### src/rtl/aes_inv_key_expand_128_pkg.sv
// Shared AES-128 key-schedule constants: controller state encoding, round count
// and the round-constant table.
package aes_inv_key_expand_128_pkg;

    typedef enum logic [1:0] {
        ST_IDLE  = 2'd0,
        ST_FWD   = 2'd1,
        ST_READY = 2'd2
    } state_e;

    localparam logic [3:0] NR = 4'd10;

    // Entry 0 and entries 11..15 are never selected; they only pad the index space.
    localparam logic [7:0] RCON [0:15] = '{
        8'h00, 8'h01, 8'h02, 8'h04, 8'h08, 8'h10, 8'h20, 8'h40,
        8'h80, 8'h1b, 8'h36, 8'h00, 8'h00, 8'h00, 8'h00, 8'h00
    };

endpackage

### src/rtl/aes_inv_key_expand_128_sbox.sv
// AES forward S-box: multiplicative inverse in GF(2^8) followed by the affine map.
module aes_inv_key_expand_128_sbox (
    input  logic [7:0] in_i,
    output logic [7:0] out_o
);

    function automatic logic [7:0] gf_mul(input logic [7:0] a, input logic [7:0] b);
        logic [7:0] p;
        logic [7:0] aa;
        logic [7:0] bb;
        p  = 8'h00;
        aa = a;
        bb = b;
        for (int i = 0; i < 8; i++) begin
            if (bb[0]) p = p ^ aa;
            aa = {aa[6:0], 1'b0} ^ (aa[7] ? 8'h1b : 8'h00);
            bb = {1'b0, bb[7:1]};
        end
        return p;
    endfunction

    // x^254 == x^-1 for nonzero x, and maps 0 to 0 as the S-box requires.
    function automatic logic [7:0] gf_inv(input logic [7:0] x);
        logic [7:0] sq;
        logic [7:0] r;
        sq = x;
        r  = 8'h01;
        for (int i = 1; i < 8; i++) begin
            sq = gf_mul(sq, sq);
            r  = gf_mul(r, sq);
        end
        return r;
    endfunction

    function automatic logic [7:0] affine(input logic [7:0] a);
        return a ^ {a[6:0], a[7]} ^ {a[5:0], a[7:6]} ^ {a[4:0], a[7:5]}
                 ^ {a[3:0], a[7:4]} ^ 8'h63;
    endfunction

    always_comb begin
        out_o = affine(gf_inv(in_i));
    end

endmodule

### src/rtl/aes_inv_key_expand_128.sv
// AES-128 key schedule walker: runs forward to round key 10, then steps backward
// one round key per accepted next pulse, sharing one set of four S-boxes.
module aes_inv_key_expand_128
    import aes_inv_key_expand_128_pkg::*;
(
    input  logic         clk,
    input  logic         rst,
    input  logic         kld,
    input  logic [127:0] key,
    input  logic         next,
    output logic [31:0]  wo_0,
    output logic [31:0]  wo_1,
    output logic [31:0]  wo_2,
    output logic [31:0]  wo_3,
    output logic [3:0]   round,
    output logic         ready,
    output logic         done
);

    state_e            state_q;
    logic [3:0][31:0]  w_q;
    logic [3:0]        round_q;
    logic              ready_q;
    logic              done_q;

    logic              bwd;
    logic [31:0]       inv3;
    logic [31:0]       sb_in;
    logic [31:0]       rot;
    logic [31:0]       sub;
    logic [3:0]        rcon_idx;
    logic [31:0]       rcon_w;
    logic [3:0][31:0]  fwd_d;
    logic [3:0][31:0]  bwd_d;

    // In READY the S-boxes see the recovered previous w3 (w3^w2) instead of w3.
    always_comb begin
        bwd      = (state_q == ST_READY);
        inv3     = w_q[3] ^ w_q[2];
        sb_in    = bwd ? inv3 : w_q[3];
        rot      = {sb_in[23:0], sb_in[31:24]};
        rcon_idx = bwd ? round_q : 4'(round_q + 4'd1);
        rcon_w   = {RCON[rcon_idx], 24'h000000};

        fwd_d[0] = w_q[0] ^ sub ^ rcon_w;
        fwd_d[1] = w_q[1] ^ fwd_d[0];
        fwd_d[2] = w_q[2] ^ fwd_d[1];
        fwd_d[3] = w_q[3] ^ fwd_d[2];

        bwd_d[3] = inv3;
        bwd_d[2] = w_q[2] ^ w_q[1];
        bwd_d[1] = w_q[1] ^ w_q[0];
        bwd_d[0] = w_q[0] ^ sub ^ rcon_w;
    end

    for (genvar gi = 0; gi < 4; gi++) begin : g_sbox
        aes_inv_key_expand_128_sbox u_sbox (
            .in_i  (rot[8*gi +: 8]),
            .out_o (sub[8*gi +: 8])
        );
    end

    always_ff @(posedge clk or negedge rst) begin
        if (!rst) begin
            state_q <= ST_IDLE;
            w_q     <= '0;
            round_q <= 4'd0;
            ready_q <= 1'b0;
            done_q  <= 1'b0;
        end else if (kld) begin
            state_q <= ST_FWD;
            w_q     <= {key[31:0], key[63:32], key[95:64], key[127:96]};
            round_q <= 4'd0;
            ready_q <= 1'b0;
            done_q  <= 1'b0;
        end else begin
            case (state_q)
                ST_FWD: begin
                    w_q     <= fwd_d;
                    round_q <= 4'(round_q + 4'd1);
                    if (4'(round_q + 4'd1) == NR) begin
                        state_q <= ST_READY;
                        ready_q <= 1'b1;
                    end
                end
                ST_READY: begin
                    if (next && (round_q != 4'd0)) begin
                        w_q     <= bwd_d;
                        round_q <= 4'(round_q - 4'd1);
                        done_q  <= (round_q == 4'd1);
                    end
                end
                default: begin
                end
            endcase
        end
    end

    assign wo_0  = w_q[0];
    assign wo_1  = w_q[1];
    assign wo_2  = w_q[2];
    assign wo_3  = w_q[3];
    assign round = round_q;
    assign ready = ready_q;
    assign done  = done_q;

endmodule

### config.mk
export PLATFORM = sky130hd
export DESIGN_NAME = aes_inv_key_expand_128
export DESIGN_NICKNAME = d
export VERILOG_FILES = /design/src/rtl/aes_inv_key_expand_128_pkg.sv /design/src/rtl/aes_inv_key_expand_128_sbox.sv /design/src/rtl/aes_inv_key_expand_128.sv
export SDC_FILE = /design/constraint.sdc
export NUM_CORES = 2
export LEC_CHECK = 0
export BUFFER_PORTS_ARGS = -buffer_cell sky130_fd_sc_hd__buf_2
export CAP_MARGIN = 40
export CORE_MARGIN = 2
export CORE_UTILIZATION = 65
export DETAILED_ROUTE_END_ITERATION = 12
export HOLD_SLACK_MARGIN = 0.15
export PLACE_DENSITY = 0.87
export SYNTH_ARGS = -nofsm -noshare
export SYNTH_HDL_FRONTEND = slang
export SYNTH_SLANG_ARGS = --single-unit
### constraint.sdc
create_clock -name clk -period 35.9 [get_ports clk]
set_clock_uncertainty 0.15 [all_clocks]
set_input_delay 1.795 -clock clk [delete_from_list [all_inputs] [get_ports clk]]
set_output_delay 1.795 -clock clk [all_outputs]
set_load 0.03 [all_outputs]
==> impl_metrics.env <==
export IMPL_status="finished, final reports clean"
export IMPL_htree_levels=4
export IMPL_setup_viol=0
export IMPL_end_kind="flop"
export IMPL_die_height_um=331
export IMPL_synth_seq_cells=135
export IMPL_grt_setup_unrepaired="no"
export IMPL_hold_path_class="reg -> reg"
export IMPL_antenna_found_initial=17
export IMPL_drt_pass1_iter_count=7
export IMPL_drc=0
export IMPL_cpPeakStageDelay_ns=0.80
export IMPL_drt_initial_drc_count=8910
export IMPL_cp_common_cell="xnor2_1"
export IMPL_ys_warn_count=0
export IMPL_grt_pass1_wl_um=345000
export IMPL_netlist_instances=9017
export IMPL_dieArea_um2=110000
export IMPL_critPathRequiredTime_ns=36.10
export IMPL_synth_ff_type="dfrtp_1"
export IMPL_max_freq_ghz=0.0473
export IMPL_path_delay_family="XOR/XNOR gates"
export IMPL_grtUsageTotal_pct=38.0
export IMPL_synth_nets=9176
export IMPL_finalWirelength_um=220000
export IMPL_critPathLaunchType="flop"
export IMPL_grt_start_max_net_pins=125
export IMPL_fin_setup_tns_ns=0
export IMPL_portBuffers=265
export IMPL_grt_pass1_vias=63102
export IMPL_gp_congestion=1.01
export IMPL_numCtsBuffers=17
export IMPL_drive_gt1_share_pct=12.2
export IMPL_period_share_pct=58.9
export IMPL_cts_root_buffer="clkbuf_16"
export IMPL_rows=120
export IMPL_slew_viol_final=0
export IMPL_synth_area_um2=69700
export IMPL_synth_edf_count=0
export IMPL_slowest_stage="xnor3_1"
export IMPL_cts_resized=0
export IMPL_fillers=8497
export IMPL_clock_sinks=135
export IMPL_area_growth_pct=5.06
export IMPL_fin_util_pct=68.6
export IMPL_wl_per_cell_um=21.2
export IMPL_final_antenna_net_count=0
export IMPL_ctsHoldBuffers=0
export IMPL_clk_latency_ns=0.50
export IMPL_syn_avg_cell_area_um2=7.73
export IMPL_relSlewSlack_pct=32.5
export IMPL_core_area_um2=107000
export IMPL_setup_worst_path_class="reg -> reg"
export IMPL_postCtsSetupRepairBufs=0
export IMPL_die_w_um=331
export IMPL_dp_hpwl_um=162000
export IMPL_tritoncts="built"
export IMPL_clkTransAtPathRegs_ns=0.08
export IMPL_start_util_pct=65.3
export IMPL_fin_crit_ns=21.16
export IMPL_drv_cap=0
export IMPL_via_count=67567
export IMPL_seq_area_frac_synth_pct=4.85
export IMPL_viasPerCell=6.50
export IMPL_tightest_slew_ns=1.00
export IMPL_worstPathMaxFanout=35
export IMPL_fin_nets=9117
export IMPL_arrival_ns=21.36
export IMPL_ys_types=123
export IMPL_hold_viol=0
export IMPL_grt_overflow_total=0
export IMPL_async_flop_share_pct=100
export IMPL_cts_buffer_depth=2
export IMPL_ioPinCount=266
export IMPL_crit_buf_inv=6
==> path summary, 6_finish.rpt <==
| path | cells after the start | endpoint | start | slack (ns) |
|---|---|---|---|---|
| worst min-delay path | 2 | done | done | 0.43 |
| worst max register to register | 60 | wo_2[29] | state_q[0] | 14.74 |
| worst min register to register | 2 | done | done | 0.43 |
| worst max-delay path | 60 | wo_2[29] | state_q[0] | 14.74 |
| min in group asynchronous | 1 | wo_0[23] | rst | 1.23 |
| max in group asynchronous | 2 | wo_2[10] | rst | 33.03 |
==> cells in the mapped netlist (150+ instances only) <==
| cell type | instances | area share (%) |
|---|---|---|
| clkbuf_1 | 387 | 2.1 |
| xor2_1 | 511 | 6.4 |
| buf_2 | 150 | 1.1 |
| nor3_1 | 205 | 1.5 |
| nor2_1 | 1252 | 6.7 |
| nand3_1 | 194 | 1.4 |
| xnor3_1 | 372 | 12 |
| nand2_1 | 908 | 4.9 |
| o21ai_0 | 445 | 3.2 |
| a21oi_1 | 500 | 3.6 |
| xnor2_1 | 1752 | 22 |
| mux2i_1 | 218 | 3.1 |
==> kinds of logic (layout without fill, tap and decap cells) <==
logic type / Yosys count / count (layout) / share of synthesized area [%]
compound gates: 1851 / 1851 / 16.8
xor+xnor: 2944 / 2944 / 49.4
fa+ha+maj: 29 / 29 / 0.513
buf+inv: 728 / 682 / 4.52
flops: 135 / 135 / 4.85
mux: 342 / 342 / 5.19
other cells: 0 / 15 / 0
simple gates: 2988 / 2988 / 18.7
==> worst register-to-register path: cells and delay by family (launching register included) <==
kind / cells / cell delay (ns)
buf+inv: 6 / 2.05
mux: 3 / 0.90
flops: 1 / 0.43
xor+xnor: 22 / 8.06
simple gates: 11 / 3.75
fa+ha+maj: 3 / 1.62
compound gates: 15 / 4.06
==> cell usage in the layout, fill, tap and decap left out, types with 35 or more instances in the layout <==
cell type     n
or3_1        78
a21oi_1     498
nand2b_1     57
nor3_1      205
o211ai_1     75
buf_4       271
nand2_1     908
nor2b_1      45
xor3_1       66
inv_1        79
o21ai_0     445
a31oi_1      69
o22ai_1     100
and2_1       39
and3_1       37
a211oi_1     64
dfrtp_1     133
xnor2_1    1716
nand3_1     194
xnor2_2     154
mux2i_1     218
buf_2       264
a21o_1       35
xnor3_1     371
o21ai_1      89
xor2_1      504
a22oi_1      81
nor2_1     1252
mux2_2      112
xor2_2       52
==> registers in the layout, indices dropped and copies added (netlist names) <==
| signal | flops |
|---|---|
| done | 1 |
| wo_0 | 32 |
| wo_1 | 32 |
| wo_2 | 32 |
| round | 4 |
| ready | 1 |
| wo_3 | 32 |
| state_q | 1 |
==> per-stage QoR <==
step / area, um2 / hold WS (ns) / std cells / setup slack [ns]
2_1_floorplan: 69700 / 0.524 / 9017 / 18.61
3_3_place_gp: 72200 / 0.395 / 10291 / 15.69
3_5_place_dp: 72600 / 0.412 / 10341 / 15.57
4_1_cts: 73200 / 0.431 / 10373 / 15.39
5_1_grt: 73200 / 0.442 / 10383 / 13.61
6_report: 73200 / 0.435 / 10389 / 14.74
==> layout make-up <==
cell class	count	area [um2]	share of cell area, %
multi-input cells	8154	63600	86.8
repair buffers	550	3540	4.84
flip-flops and latches	135	3380	4.62
well taps	1403	1760	2.40
clock buffers	18	439	0.600
inverters	100	375	0.513
clock inverters	14	154	0.210
diodes	15	37.5	0.0513
==> metal layers <==
layer  vias up  routed length, um  GRT usage, %
met1     31982              85300          49.7
met4        10               9410          14.9
li1      30782                  -             -
met5         -                191          1.26
met3       666              26000          9.08
met2      4127              99100          60.5
Power is not shown: default switching activity piles up to over one toggle a cycle in this logic, so the estimate is an artifact.
